$ cat src/rtl/somador_sequencial.sv
// Digit-serial adder/subtractor: DIGIT bits per cycle, WIDTH/DIGIT slices.
// The result register fills from the MSB side, so it ends up aligned after N slices.
module somador_sequencial #(
  parameter int WIDTH = 8,
  parameter int DIGIT = 4
) (
  input  logic             clk,
  input  logic             rst_n,
  input  logic             start,
  input  logic             sub,
  input  logic [WIDTH-1:0] a,
  input  logic [WIDTH-1:0] b,
  input  logic             cin,
  output logic             busy,
  output logic             done,
  output logic [WIDTH-1:0] s,
  output logic             cout,
  output logic             overflow
);

  localparam int N  = WIDTH / DIGIT;
  localparam int CW = (N > 1) ? $clog2(N) : 1;

  typedef enum logic [1:0] {
    IDLE,
    CALC,
    FIN
  } state_t;

  state_t           state_q, state_d;
  logic [WIDTH-1:0] a_q, a_d;
  logic [WIDTH-1:0] b_q, b_d;
  logic [WIDTH-1:0] res_q, res_d;
  logic [WIDTH-1:0] s_q, s_d;
  logic [CW-1:0]    cnt_q, cnt_d;
  logic             carry_q, carry_d;
  logic             amsb_q, amsb_d;
  logic             bmsb_q, bmsb_d;
  logic             cout_q, cout_d;
  logic             ovf_q, ovf_d;

  logic [DIGIT:0]         sum;
  logic [WIDTH+DIGIT-1:0] cat;
  logic [WIDTH-1:0]       res_nx;
  logic                   last;

  always_comb begin
    sum = {1'b0, a_q[DIGIT-1:0]}
        + {1'b0, b_q[DIGIT-1:0]}
        + {{DIGIT{1'b0}}, carry_q};
    cat    = {sum[DIGIT-1:0], res_q};
    res_nx = cat[WIDTH+DIGIT-1:DIGIT];
    last   = (cnt_q == CW'(N - 1));
  end

  always_comb begin
    state_d = state_q;
    a_d     = a_q;
    b_d     = b_q;
    res_d   = res_q;
    s_d     = s_q;
    cnt_d   = cnt_q;
    carry_d = carry_q;
    amsb_d  = amsb_q;
    bmsb_d  = bmsb_q;
    cout_d  = cout_q;
    ovf_d   = ovf_q;
    unique case (state_q)
      IDLE, FIN: begin
        state_d = IDLE;
        if (start) begin
          a_d     = a;
          b_d     = b ^ {WIDTH{sub}};
          carry_d = sub ? 1'b1 : cin;
          amsb_d  = a[WIDTH-1];
          bmsb_d  = b[WIDTH-1] ^ sub;
          cnt_d   = '0;
          res_d   = '0;
          state_d = CALC;
        end
      end
      CALC: begin
        res_d   = res_nx;
        carry_d = sum[DIGIT];
        a_d     = a_q >> DIGIT;
        b_d     = b_q >> DIGIT;
        cnt_d   = cnt_q + CW'(1);
        if (last) begin
          // b is already inverted in sub mode, so one rule covers both
          s_d     = res_nx;
          cout_d  = sum[DIGIT];
          ovf_d   = (amsb_q == bmsb_q) && (res_nx[WIDTH-1] != amsb_q);
          state_d = FIN;
        end
      end
      default: state_d = IDLE;
    endcase
  end

  always_ff @(posedge clk or negedge rst_n) begin
    if (!rst_n) begin
      state_q <= IDLE;
      a_q     <= '0;
      b_q     <= '0;
      res_q   <= '0;
      s_q     <= '0;
      cnt_q   <= '0;
      carry_q <= 1'b0;
      amsb_q  <= 1'b0;
      bmsb_q  <= 1'b0;
      cout_q  <= 1'b0;
      ovf_q   <= 1'b0;
    end else begin
      state_q <= state_d;
      a_q     <= a_d;
      b_q     <= b_d;
      res_q   <= res_d;
      s_q     <= s_d;
      cnt_q   <= cnt_d;
      carry_q <= carry_d;
      amsb_q  <= amsb_d;
      bmsb_q  <= bmsb_d;
      cout_q  <= cout_d;
      ovf_q   <= ovf_d;
    end
  end

  assign busy     = (state_q == CALC);
  assign done     = (state_q == FIN);
  assign s        = s_q;
  assign cout     = cout_q;
  assign overflow = ovf_q;

endmodule

$ cat config.mk
export PLATFORM = sky130hd
export DESIGN_NAME = somador_sequencial
export DESIGN_NICKNAME = d
export VERILOG_FILES = /design/src/rtl/somador_sequencial.sv
export SDC_FILE = /design/constraint.sdc
export NUM_CORES = 1
export LEC_CHECK = 0
export CAP_MARGIN = 20
export CORE_AREA = 2 2 61 75
export CTS_CLUSTER_DIAMETER = 50
export CTS_CLUSTER_SIZE = 24
export DETAILED_ROUTE_END_ITERATION = 7
export DIE_AREA = 0 0 63 77
export HOLD_SLACK_MARGIN = 0.1
export PLACE_DENSITY_LB_ADDON = 0.25
export SYNTH_ARGS = -nofsm -noshare
export SYNTH_HDL_FRONTEND = slang
export SYNTH_SLANG_ARGS = --single-unit
$ cat constraint.sdc
create_clock -name clk -period 3.5 [get_ports clk]
set_clock_uncertainty 0.2 [all_clocks]
set_input_delay 1.05 -clock clk [delete_from_list [all_inputs] [get_ports clk]]
set_output_delay 1.05 -clock clk [all_outputs]
set_load 0.1 [all_outputs]
* Word-level counts from Yosys, hierarchy flattened *
Cells that the tools add are included.

storage, ports and cells
  word-level logic and storage cells = 43
  output and inout port bits = 12
  flip-flop bits (word level) = 40
  input port bits = 21

cells by class
  reduce and logical (&&, ||, !) cells = 7
  add/sub/neg operators = 3
  mux-type cells = 14
  equal/unequal tests = 6
  bitwise gates (word level) = 2

operators with widths
  cell                                                             number
  8-bit one-hot mux with 2 select lines                            3
  8-bit 2-to-1 mux                                                 3
  8-bit XOR                                                        1
  2-bit AND reduction                                              3
  4-bit by 4-bit adder with 5-bit output                           1
  5-bit by 1-bit adder with 5-bit output                           1
  1-bit 2-to-1 mux                                                 4
  1-bit one-hot mux with 2 select lines                            2
  2-bit one-hot mux with 2 select lines                            1
  2-bit by 1-bit == test with 1-bit output, second input constant  1
  2-bit == test, second input constant                             1
  2-bit logical NOT                                                1
  2-bit 2-to-1 mux                                                 1
  2-bit by 1-bit != test with 1-bit output, second input constant  1
  2-bit != test, second input constant                             1
  2-bit nonzero test                                               1
  2-bit OR reduction                                               1
  1-bit adder, second input constant                               1
  1-bit == test                                                    1
  1-bit logical AND                                                1
  1-bit != test                                                    1
  1-bit XOR                                                        1

* Depth between registers and ports, before layout *
  depth after elaboration = 4
  gate-level depth with buffers = 6
  depth with buffers taken out = 6

* Worst setup path before layout *
Ideal clock, no wire load.

  path kind = register -> output
  start point = reg state_q[0]
  end point = out done
  arrival = 1.759 ns
  path buffers = 0
  data required time = 2.250 ns
  setup slack = 0.491 ns
  stages on the path, launching flop included = 2
  cells stage by stage = dfrtp_1 nor2b_1

on the way
  word-level cells in the longest chain between the ends = 1

RTL lines
  item                    line  source
  start, declared         30    state_t state_q, state_d;
  start signal, assigned  114   state_q <= state_d;
  2-bit == test           129   assign done = (state_q == FIN);
  end, declared           15    output logic done,

Every way passes these cells.

* Final worst setup path *
  start point = reg state_q[0]
  end point = out busy

on the way
  word-level cells in the longest chain between the ends = 1

RTL lines
  item                                      line  source
  2-bit by 1-bit == test with 1-bit output  128   assign busy = (state_q == CALC);
  end, declared                             14    output logic busy,

Every way passes these cells.

==> results.txt <==
----------------------------------------------------
[Run status]
  Result of the run ... complete, no violations

[Critical path]
  Kind of end point of the critical path ... output port
  Slowest Stage Delay on Critical Path ... 440 ps
  Launching instance or port of the critical path ... state_q[0]
  R2R cell count ... 5
  Startpoint class of the critical path ... register
  Reg2Reg Capture Point ... carry_q
  Critical path's slowest cell ... sky130_fd_sc_hd__dfrtp_1
  Endpoint of the worst setup timing path ... busy
  CP Max Fanout ... 14
  Start of the worst register-to-register path ... a_q[0]
  Critical path, cell by cell ... nand2b_4 > clkinv_2 > buf_4
  Reg-to-reg slack, setup ... 1340 ps
  Arrival time at the worst endpoint ... 1340 ps
  Worst path required time ... 2250 ps
  Crit path kind ... reg -> out

[GRT]
  Total grt overflow ... 0
  Maximum number of pins on one net before global-route repair ... 37
  Overall global routing resource usage ... 14.9%
  Via count of the first global-routing pass ... 1157
  Initial antenna violation count ... 0
  Wire length of the first global-routing pass ... 5490 um

[Logic synthesis]
  Sequential fraction of the synthesis area ... 56.0%
  Number of enable flip-flop cells after synthesis ... 0
  Cells after Synth ... 139
  Top cells by area in the synthesized netlist ... sky130_fd_sc_hd__dfrtp_1 (56%), sky130_fd_sc_hd__nand2_1 (6.3%), sky130_fd_sc_hd__mux2_2 (4.9%)
  Share of the synthesized area in the top cell type ... 56.0%
  Syn. warnings ... 0
  Post-synthesis net count ... 165
  Async S/R FF share, synth ... 100%
  Top cell types by occurrence after synthesis ... sky130_fd_sc_hd__dfrtp_1 (36), sky130_fd_sc_hd__nand2_1 (27), sky130_fd_sc_hd__o21ai_0 (9), sky130_fd_sc_hd__xnor2_1 (9), sky130_fd_sc_hd__mux2_2 (7)
  Total of flip-flops plus latches after synthesis ... 36
  Number of distinct standard cells referenced by the synthesized netlist ... 30
  Biggest area consumer among synthesized cells ... sky130_fd_sc_hd__dfrtp_1
  Most common cell in the synthesized netlist ... sky130_fd_sc_hd__dfrtp_1
  Netlist area before placement ... 0.00161 mm^2
  Most used flip-flop cell after synthesis ... sky130_fd_sc_hd__dfrtp_1
  Mapped Avg Cell Area ... 11.6 um^2

[Placed design]
  Minimum setup slack after placement ... 745 ps
  Placer Congestion ... 0.767
  Total of buffers placed on input and output ports ... 32
  Detailed-placement wirelength estimate ... 2280 um
  Cell count after placement ... 223

[Floorplanning]
  Top-level port count ... 33
  Starting density of the core ... 38.9%
  Die X ... 63 um
  Floorplan core area ... 0.00413 mm^2
  Die outline area ... 0.00485 mm^2
  Overall die height ... 77 um
  Std cell rows ... 26

[CTS]
  H-tree levels ... 2
  TritonCTS clock tree ... built
  Num CTS Buffers ... 5
  Cell at the root of the clock tree ... sky130_fd_sc_hd__clkbuf_8
  Post-cts repair resize count ... 0
  # clock sinks ... 36
  Clock latency of the later-clocked register in the worst-skew pair ... 280 ps
  Clock Pin Slew Worst Setup and Hold Paths ... 70 ps
  Post-CTS Setup Inserts ... 0
  Max Buffers Root-to-Sink ... 2
  Cts-stage hold buffer count ... 0

[STA]
  Setup-failing EPs final ... 0
  Fin. Hold Viols ... 0
  Period Utilization, post-route ... 74.1%
  Max Slew Vio Count ... 0
  Final critical-path required period ... 2590 ps
  RSZ-0062 raised after global routing ... no
  Setup total negative slack ... 0 ps
  Worst Tran Pin Value ... 501 ps
  Final setup slack of the worst path ... 905 ps
  FMAX ... 385 MHz
  Relative max-transition margin ... 66.5%

[Routing]
  Average via count per standard cell ... 4.94
  Via count ... 1141
  Violation count after the first detailed-routing iteration ... 48
  Routed wire length ... 3090 um
  Detail-routed net length per standard cell ... 13.4 um
  Remaining antenna violation count after routing ... 0
  Detailed-routing iteration count for the pre-antenna-repair pass ... 4
  Drc violations ... 0

[Min path]
  Hold/Removal Path Class ... reg -> reg

[Flow run]
  Total of max-cap violations ... 0

[Layout]
  Proportion of layout cells with a drive suffix above 1 ... 18.9%
  Area growth from synthesis to final layout ... 26.8%
  Net count reported at finish ... 200
  Final antenna diode count ... 0
  Final cell count without fillers ... 231

----------------------------------------------------
layer usage:
metal | GRT usage [%] | up-vias | part of all wire (%) | wire length [um]
li1 | - | 548 | - | -
met4 | 6.67 | 0 | 2.1 | 66
met3 | 5.13 | 7 | 6.6 | 203
met2 | 23.9 | 37 | 49 | 1510
met1 | 17.8 | 549 | 43 | 1320
met5 | 0 | - | 0 | 0
worst max-delay path: cells and delay by family, from the launching register on:
family	cells	cell delay (ps)
and+or+nand+nor	1	120
DFF	1	440
buffers and inverters	2	510
cells by family after synthesis:
kind of cell	after synthesis	share of synthesized area, %
AO/OA/AOI/OAI	30	13.7
XOR/XNOR	10	5.44
adder cells (fa/ha/maj)	5	4.82
buffers and inverters	9	3.11
flip-flops	36	56.0
multiplexers	7	4.90
AND/OR/NAND/NOR	42	12.1
through the flow:
step | utilization [%] | cell area (um^2) | hold WS [ps]
after global placement | 47.2 | 1950 | 265
after global routing | 49.4 | 2040 | 317
after CTS | 49.4 | 2040 | 289
final | 49.4 | 2040 | 282
after detailed placement | 47.2 | 1950 | 272
after floorplan | - | 1610 | 244
final cells by class:
type	instances	area, um^2
fill	402	2090
sequential	36	901
multi-input combinational	94	658
timing repair buffer	35	313
clock buffer	8	90.1
tap	56	70.1
inverter	2	8.76
placed cells by master (no fill, tap or decap), types with 2 or more instances in the layout:
cell type and count:
sky130_fd_sc_hd__mux2_2 7, sky130_fd_sc_hd__xnor2_1 9, sky130_fd_sc_hd__o211ai_1 2, sky130_fd_sc_hd__a22oi_1 4, sky130_fd_sc_hd__fa_1 2, sky130_fd_sc_hd__clkdlybuf4s50_1 20
sky130_fd_sc_hd__nand2_1 27, sky130_fd_sc_hd__ha_1 3, sky130_fd_sc_hd__buf_4 15, sky130_fd_sc_hd__nor2b_1 2, sky130_fd_sc_hd__dfrtp_1 36, sky130_fd_sc_hd__a22o_1 6
sky130_fd_sc_hd__nor2_1 4, sky130_fd_sc_hd__clkbuf_1 2, sky130_fd_sc_hd__o21ai_0 9, sky130_fd_sc_hd__a21o_1 2, sky130_fd_sc_hd__clkbuf_8 6, sky130_fd_sc_hd__a221o_1 4
sky130_fd_sc_hd__nand3_1 2
how the worst min path moves through the flow:
stage / startpoint / end / slack, ps / cells past startpoint
after floorplan: res_q[6] / res_q[6] / 240 / 2
after detailed placement: a_q[7] / a_q[7] / 270 / 2
after global routing: overflow / overflow / 320 / 2
after global placement: b_q[7] / b_q[7] / 270 / 2
after CTS: a_q[7] / a_q[7] / 290 / 2
final: a_q[7] / a_q[7] / 280 / 2
registers in the layout, indices dropped and copies added, names as in the netlist, 2 cells and up:
name and count:
a_q 8, b_q 8, s 8, state_q 2, res_q 4
Power is left out: the tool's default activity adds up to more than one toggle a clock period on the data nets, which glitch-free logic cannot reach.
